File: src/rtl/wb_decoder_n.sv
// Single-master pipelined Wishbone address decoder and response mux.
// Base/mask windows per slave, lowest index wins on overlap. One outstanding
// transaction, per-transaction timeout, and sticky error address/cause capture.
module wb_decoder_n #(
  parameter int unsigned      NS         = 4,
  parameter int unsigned      AW         = 32,
  parameter int unsigned      DW         = 32,
  parameter logic [NS*AW-1:0] SLAVE_BASE = '0,
  parameter logic [NS*AW-1:0] SLAVE_MASK = '1,
  parameter int unsigned      TIMEOUT    = 255
) (
  input  logic             i_clk,
  input  logic             i_reset,
  // master side
  input  logic             i_wb_cyc,
  input  logic             i_wb_stb,
  input  logic             i_wb_we,
  input  logic [AW-1:0]    i_wb_addr,
  input  logic [DW-1:0]    i_wb_data,
  input  logic [DW/8-1:0]  i_wb_sel,
  output logic             o_wb_stall,
  output logic             o_wb_ack,
  output logic             o_wb_err,
  output logic [DW-1:0]    o_wb_data,
  output logic [AW-1:0]    o_wb_err_addr,
  output logic [1:0]       o_wb_err_cause,
  // slave side
  output logic [AW-1:0]    o_s_addr,
  output logic [DW-1:0]    o_s_data,
  output logic [DW/8-1:0]  o_s_sel,
  output logic             o_s_we,
  output logic [NS-1:0]    o_s_cyc,
  output logic [NS-1:0]    o_s_stb,
  input  logic [NS-1:0]    i_s_ack,
  input  logic [NS-1:0]    i_s_err,
  input  logic [NS-1:0]    i_s_stall,
  input  logic [NS*DW-1:0] i_s_data
);

  localparam int unsigned SW = (NS > 1) ? $clog2(NS) : 1;
  localparam int unsigned CW = (TIMEOUT > 0) ? $clog2(TIMEOUT + 1) : 1;
  localparam logic [CW-1:0] CNT_MAX  = '1;
  // Timeout fires on the edge where the counter would reach TIMEOUT.
  localparam logic [CW-1:0] CNT_LAST = CW'((TIMEOUT > 0) ? TIMEOUT - 1 : 0);

  localparam logic [1:0] CAUSE_UNMAPPED = 2'b01;
  localparam logic [1:0] CAUSE_SLAVE    = 2'b10;
  localparam logic [1:0] CAUSE_TIMEOUT  = 2'b11;

  typedef enum logic [1:0] {StIdle, StIssue, StWait, StResp} state_e;

  state_e          state;
  logic [SW-1:0]   sel;
  logic [CW-1:0]   cnt;

  logic            dec_hit;
  logic [SW-1:0]   dec_sel;
  logic [NS-1:0]   dec_oh;
  logic [NS-1:0]   sel_oh;
  logic            busy;
  logic            s_ack;
  logic            s_err;
  logic            s_stall;
  logic [DW-1:0]   s_rdata;
  logic [CW-1:0]   cnt_inc;
  logic            to_hit;

  // Address decode: scan high to low so the lowest matching index wins
  always_comb begin
    dec_hit = 1'b0;
    dec_sel = '0;
    for (int k = NS - 1; k >= 0; k--) begin
      if ((i_wb_addr & SLAVE_MASK[k*AW +: AW]) ==
          (SLAVE_BASE[k*AW +: AW] & SLAVE_MASK[k*AW +: AW])) begin
        dec_hit = 1'b1;
        dec_sel = SW'(k);
      end
    end
  end

  // One-hot forms of the decoded and the latched slave index
  always_comb begin
    dec_oh         = '0;
    dec_oh[dec_sel] = 1'b1;
    sel_oh         = '0;
    sel_oh[sel]    = 1'b1;
  end

  assign busy    = (state == StIssue) || (state == StWait);
  assign s_ack   = i_s_ack[sel];
  assign s_err   = i_s_err[sel];
  assign s_stall = i_s_stall[sel];
  assign s_rdata = i_s_data[sel*DW +: DW];
  assign cnt_inc = (cnt == CNT_MAX) ? cnt : cnt + 1'b1;
  assign to_hit  = (TIMEOUT != 0) && (cnt >= CNT_LAST);

  // Cycle follows the master combinationally so an abort releases the slave at once
  assign o_s_cyc    = (i_wb_cyc && busy) ? sel_oh : '0;
  assign o_wb_stall = (state != StIdle);

  // Transaction FSM with registered request copies, responses and error capture
  always_ff @(posedge i_clk or posedge i_reset) begin
    if (i_reset) begin
      state          <= StIdle;
      sel            <= '0;
      cnt            <= '0;
      o_wb_ack       <= 1'b0;
      o_wb_err       <= 1'b0;
      o_wb_data      <= '0;
      o_wb_err_addr  <= '0;
      o_wb_err_cause <= '0;
      o_s_addr       <= '0;
      o_s_data       <= '0;
      o_s_sel        <= '0;
      o_s_we         <= 1'b0;
      o_s_stb        <= '0;
    end else begin
      // Responses are single-cycle pulses; read data is zero outside ack
      o_wb_ack  <= 1'b0;
      o_wb_err  <= 1'b0;
      o_wb_data <= '0;
      unique case (state)
        StIdle: begin
          if (i_wb_cyc && i_wb_stb) begin
            o_s_addr <= i_wb_addr;
            o_s_data <= i_wb_data;
            o_s_sel  <= i_wb_sel;
            o_s_we   <= i_wb_we;
            cnt      <= '0;
            if (dec_hit) begin
              sel     <= dec_sel;
              o_s_stb <= dec_oh;
              state   <= StIssue;
            end else begin
              o_wb_err       <= 1'b1;
              o_wb_err_addr  <= i_wb_addr;
              o_wb_err_cause <= CAUSE_UNMAPPED;
              state          <= StResp;
            end
          end
        end
        StIssue: begin
          if (!i_wb_cyc) begin
            o_s_stb <= '0;
            state   <= StIdle;
          end else if (!s_stall) begin
            o_s_stb <= '0;
            cnt     <= cnt_inc;
            if (s_err) begin
              o_wb_err       <= 1'b1;
              o_wb_err_addr  <= o_s_addr;
              o_wb_err_cause <= CAUSE_SLAVE;
              state          <= StResp;
            end else if (s_ack) begin
              o_wb_ack  <= 1'b1;
              o_wb_data <= s_rdata;
              state     <= StResp;
            end else if (to_hit) begin
              o_wb_err       <= 1'b1;
              o_wb_err_addr  <= o_s_addr;
              o_wb_err_cause <= CAUSE_TIMEOUT;
              state          <= StResp;
            end else begin
              state <= StWait;
            end
          end else if (to_hit) begin
            o_s_stb        <= '0;
            o_wb_err       <= 1'b1;
            o_wb_err_addr  <= o_s_addr;
            o_wb_err_cause <= CAUSE_TIMEOUT;
            state          <= StResp;
          end else begin
            cnt <= cnt_inc;
          end
        end
        StWait: begin
          if (!i_wb_cyc) begin
            state <= StIdle;
          end else if (s_err) begin
            o_wb_err       <= 1'b1;
            o_wb_err_addr  <= o_s_addr;
            o_wb_err_cause <= CAUSE_SLAVE;
            state          <= StResp;
          end else if (s_ack) begin
            o_wb_ack  <= 1'b1;
            o_wb_data <= s_rdata;
            state     <= StResp;
          end else if (to_hit) begin
            o_wb_err       <= 1'b1;
            o_wb_err_addr  <= o_s_addr;
            o_wb_err_cause <= CAUSE_TIMEOUT;
            state          <= StResp;
          end else begin
            cnt <= cnt_inc;
          end
        end
        StResp: begin
          state <= StIdle;
        end
        default: begin
          state <= StIdle;
        end
      endcase
    end
  end

endmodule

File: config.mk
export PLATFORM = sky130hd
export DESIGN_NAME = wb_decoder_n
export DESIGN_NICKNAME = d
export VERILOG_FILES = /design/src/rtl/wb_decoder_n.sv
export SDC_FILE = /design/constraint.sdc
export NUM_CORES = 1
export LEC_CHECK = 0
export ABC_CLOCK_PERIOD_IN_PS = 10450
export CORE_AREA = 3 3 138 140
export DETAILED_ROUTE_END_ITERATION = 7
export DIE_AREA = 0 0 141 143
export GPL_TIMING_DRIVEN = 0
export PLACE_DENSITY = 0.78
export SYNTH_ARGS = -nofsm -noshare
export SYNTH_HDL_FRONTEND = slang
export SYNTH_SLANG_ARGS = --single-unit
File: constraint.sdc
create_clock -name i_clk -period 10.45 [get_ports i_clk]
set_clock_uncertainty 0.2 [all_clocks]
set_input_delay 3.135 -clock i_clk [delete_from_list [all_inputs] [get_ports i_clk]]
set_output_delay 3.135 -clock i_clk [all_outputs]
set_load 0.03 [all_outputs]
Word level (Yosys, flattened, before mapping)
Cells that the tools add are included.
{"block": "totals", "register_bits": 151, "latch_bits": 0, "ram_bits": 0, "rom_bits": 0, "input_bits": 213, "out_inout_bits": 146, "n_memories": 0}
{"block": "op_classes", "n_addsub": 1, "multipliers": 0, "n_div": 0, "n_lt_le_gt_ge": 1, "n_eq_ne": 12, "shifts": 0, "n_mux": 68, "bitwise_logic": 0, "reduce_logical": 12}
{"cell": "$mux W32", "n": 13}
{"cell": "$pmux W32 S3", "n": 1}
{"cell": "$mux W8", "n": 8}
{"cell": "$pmux W32 S2", "n": 1}
{"cell": "$logic_not A32 Y1", "n": 1}
{"cell": "$mux W2", "n": 16}
{"cell": "$pmux W8 S3", "n": 1}
{"cell": "$mux W4", "n": 5}
{"cell": "$mux W1", "n": 18}
{"cell": "$ne A2 B2 Y1 const B", "n": 7}
{"cell": "$add A8 B1 Y8 const B", "n": 1}
{"cell": "$eq A8 B8 Y1 const B", "n": 1}
{"cell": "$ge A8 B8 Y1 const B", "n": 1}
{"cell": "$pmux W2 S4", "n": 1}
{"cell": "$pmux W4 S2", "n": 1}
{"cell": "$pmux W2 S3", "n": 1}
{"cell": "$reduce_and A6 Y1", "n": 1}
{"cell": "$reduce_and A5 Y1", "n": 1}
{"cell": "$eq A2 B2 Y1 const B", "n": 2}
{"cell": "$ne A4 B4 Y1 const B", "n": 1}
{"cell": "$reduce_and A4 Y1", "n": 1}
{"cell": "$reduce_bool A2 Y1", "n": 2}
{"cell": "$pmux W1 S3", "n": 1}
{"cell": "$reduce_bool A3 Y1", "n": 1}
{"cell": "6 further kinds", "n": 7}

Depth between registers and ports, before layout
{"block": "depth", "depth_word": 7, "mapped_depth": 10, "mapped_depth_nobuf": 7}

Worst setup path before layout
Ideal clock, no wire load.
{"block": "synth_timing", "path_type": "in2out", "from": "in i_wb_cyc", "to": "out o_s_cyc[0]", "arrival_ps": 3657, "path_slack_ps": 3458, "stages": 3, "path_buffers": 1, "path_cell_list": "clkbuf_1 nand2_1 inv_1"}
{"block": "synth_between", "elab_chain_len": 2}
{"item": "start: declaration", "line": "15", "source": "input logic i_wb_cyc,"}
{"item": "$logic_and A1 B1 Y1", "line": "98", "source": "assign o_s_cyc = (i_wb_cyc && busy) ? sel_oh : '0;"}
{"item": "$mux W1", "line": "98"}
{"item": "end: declaration", "line": "32", "source": "output logic [NS-1:0] o_s_cyc,"}
No other way between the ends.

Worst setup path after layout
Ends and elaborated chain as after synthesis.

==> metrics.md <==
| Metric | Value |
|---|---|
| Yosys reg bits | 148 |
| Main flop type after synthesis | dfrtp_1 |
| Register-to-register setup slack | 7860 ps |
| DR iter-0 viols | 515 |
| Area Overhead vs Synth | 44.4% |
| CTS hold repair buffers | 0 |
| Die Width | 141 um |
| DRT Pass-1 Iters | 5 |
| Slew Viols, Final | 0 |
| RSZ-0062 raised after global routing | no |
| # DRC | 0 |
| Setup TNS Final | 0 ps |
| Row count | 49 |
| Count leader, synth | dfrtp_1 |
| Core Area | 18000 um^2 |
| Worst hold margin | 306 ps |
| Area contributors post-synth | dfrtp_1 49%, mux2_2 10%, a221o_1 3.4% |
| Yosys top cell by area | dfrtp_1 |
| Hold WC Path Type | flip-flop to flip-flop |
| Routed wl met2 | 11200 um |
| Initial core utilization | 42.1% |
| Post-synth EDFFs | 0 |
| Startpoint Class | input pin |
| Largest family of logic cells by synthesized area | compound AO/OA/AOI/OAI gates |
| I/O pin count | 359 |
| # Post-CTS Setup Buffers | 0 |
| Cts bufs inserted | 17 |
| CTS tree | built |
| Synth cell count leaders | 148 x dfrtp_1, 69 x mux2_2, 43 x nand2_1 |
| CP max FO | 8 |
| Max IR drop VDD | 0.000208 V |
| Synth Area in XOR/XNOR | 0% |
| Clock Latency Late Sink | 420 ps |
| Die area | 20200 um^2 |
| R2R cell count | 7 |
| Vias in the first global route | 6791 |
| Largest net degree at the start of global routing | 92 |
| CP endpoint | o_s_cyc[0] |
| Post-synthesis mux area share | 11.3% |
| Post-CTS Resized | 0 |
| # H-tree levels | 4 |
| Wirelength per Cell | 19.3 um |
| Mapped cell area | 7570 um^2 |
| Simple-Gate Fraction of Synth Area | 13.9% |
| CTS clk-pin slew, worst paths | 70 ps |
| Chip Height | 143 um |
| PwrDens | 325 nW/um^2 |
| Status | complete, no violations |
| RePlAce Congestion | 0.889 |
| Hpwl dp | 17100 um |
| Worst r2r src | state[0]$_DFFE_PP0N_ |
| Grt ovf | 0 |
| Share of flip-flops with an asynchronous set or reset | 100% |
| Post-synthesis compound-gate area fraction | 19.0% |
| Gr usage total | 22.9% |
| Root Buffer Master | clkbuf_16 |
| Post-synthesis cell count | 701 |
| Avg Vias per Cell | 5.66 |
| Remaining antenna violation count | 0 |
| Sink Count | 148 |
| Max-Cap Viols | 0 |
| Syn avg cell area | 10.8 um^2 |
| Synth top area share | 48.9% |
| Minimum clock period | 7710 ps |
| Seq/Total Area, Yosys | 48.9% |
| Yosys warns | 0 |
| Nets@finish | 1191 |
| Post-Synth Adder-Cell Area | 1.16% |
| Slew headroom | 55.7% |
| Routed wire length | 23500 um |
| First-pass GRT wire length | 36800 um |
| Crit path kind | input pin to output pin |
| CP endpoint kind | output pin |
| Reg2Reg Capture Point | o_wb_err_addr[8]$_DFFE_PP0P_ |
| Post-synthesis cell type count | 59 |
| CP startpoint | i_wb_cyc |
| Required @ worst endpoint | 7120 ps |
| DR WL met3 | 2540 um |
| Period Utilization, post-route | 73.7% |
| CP Data Arrival Time | 4370 ps |
| DR top layer | met5 |
| Critical path, cell by cell | clkbuf_1 > nand2_1 > inv_1 > clkdlybuf4s50_1 |
| Cell area after layout | 10900 um^2 |
| Layout cells sized above 1 | 16.4% |
| Fmax | 0.130 GHz |
| PortBufs | 245 |
| DR vias | 6860 |
| Slew @ Worst Pin | 659 ps |
| Crit path max-delay cell type | clkdlybuf4s50_1 |
| Leak | 4.55 nW |
| Crit-path max cell delay | 670 ps |
| # diodes | 0 |
| Placed cell areas | 10400 um^2 |
| Clk buf depth | 2 |
| Setup violations, final | 0 |
| Wl on met1 | 9320 um |
| Final hold vios | 0 |
| Initial antenna violation count | 1 |
worst min-delay path by stage:
| stage | cells past startpoint | slack (ps) | start | endpoint |
|---|---|---|---|---|
| floorplan | 2 | 320 | cnt[6]$_DFFE_PP0P_ | cnt[6]$_DFFE_PP0P_ |
| global placement | 1 | 290 | o_s_data[22]$_DFFE_PP0P_ | o_s_data[22]$_DFFE_PP0P_ |
| detailed placement | 1 | 300 | o_s_sel[0]$_DFFE_PP0P_ | o_s_sel[0]$_DFFE_PP0P_ |
| CTS | 1 | 310 | o_s_sel[0]$_DFFE_PP0P_ | o_s_sel[0]$_DFFE_PP0P_ |
| global route | 1 | 320 | o_s_data[31]$_DFFE_PP0P_ | o_s_data[31]$_DFFE_PP0P_ |
| finish | 1 | 310 | o_s_data[30]$_DFFE_PP0P_ | o_s_data[30]$_DFFE_PP0P_ |
power by group:
part / leakage [nW] / switching [W] / total [W] / internal (W)
clock network: 0.280 / 0.000265 / 0.000599 / 0.000334
registers: 1.85 / 0.000217 / 0.00102 / 0.000800
logic: 2.42 / 0.00107 / 0.00193 / 0.000861
per-stage QoR:
| step | setup WS (ps) | cells | util (%) | power (W) |
|---|---|---|---|---|
| 2_1_floorplan | 3140 | 706 | - | 0.00219 |
| 3_3_place_gp | 988 | 1180 | 57.5 | 0.00290 |
| 3_5_place_dp | 2760 | 1181 | 57.7 | 0.00295 |
| 4_1_cts | 2750 | 1213 | 60.8 | 0.00356 |
| 5_1_grt | 2660 | 1213 | 60.8 | 0.00374 |
| 6_report | 2740 | 1213 | 60.8 | 0.00355 |
kinds of logic (layout without fill, tap and decap cells):
logic type      count (synthesis)  after routing
simple gates                  195            195
compound gates                192            192
flops                         148            148
buf+inv                        82            360
mux                            76             76
fa+ha+maj                       7              7
other cells                     1              6
flip-flops by register name, indices dropped and copies added, names as in the netlist, 2 cells and up:
name            cells
o_wb_data          32
cnt                 8
o_s_sel             4
o_s_addr           32
o_wb_err_addr      32
o_s_data           32
o_wb_err_cause      2
state               2
layout by cell type, fill, tap and decap left out, types with 7 or more instances in the layout:
| cell | instances |
|---|---|
| o22ai_1 | 33 |
| buf_2 | 26 |
| a221o_1 | 26 |
| o21ai_1 | 10 |
| clkdlybuf4s50_1 | 245 |
| nand4_1 | 9 |
| clkbuf_16 | 17 |
| dfrtp_1 | 148 |
| nand2_1 | 43 |
| clkbuf_1 | 16 |
| a21oi_1 | 15 |
| a31oi_1 | 28 |
| nand2b_1 | 29 |
| and2_1 | 39 |
| nand3_1 | 10 |
| mux2_2 | 69 |
| nor2_1 | 32 |
| ha_1 | 7 |
| o21ai_0 | 13 |
| nor4_1 | 9 |
| a2bb2oi_1 | 27 |
| o2111ai_1 | 7 |
| inv_1 | 16 |
| buf_4 | 17 |
layer usage:
metal | GRT usage (%) | vias to the layer above
met5 | 0 | -
met4 | 6.27 | 2
met3 | 9.18 | 33
met2 | 37.1 | 360
met1 | 28.7 | 3333
li1 | - | 3132
worst max-delay path, delay by kind of cell:
kind,cells,cell delay (ps)
buffers and inverters,3,1030
AND/OR/NAND/NOR,1,210
area by class of cell:
class	count	area [um^2]
Tap cell	229	287
Buffer	64	360
Clock inverter	15	146
Fill cell	1496	7030
Clock buffer	17	425
Multi-Input combinational cell	476	3450
Timing Repair Buffer	246	2480
Inverter	18	72.6
Sequential cell	148	3700
Note: power is estimated with default switching activity, not from simulation.
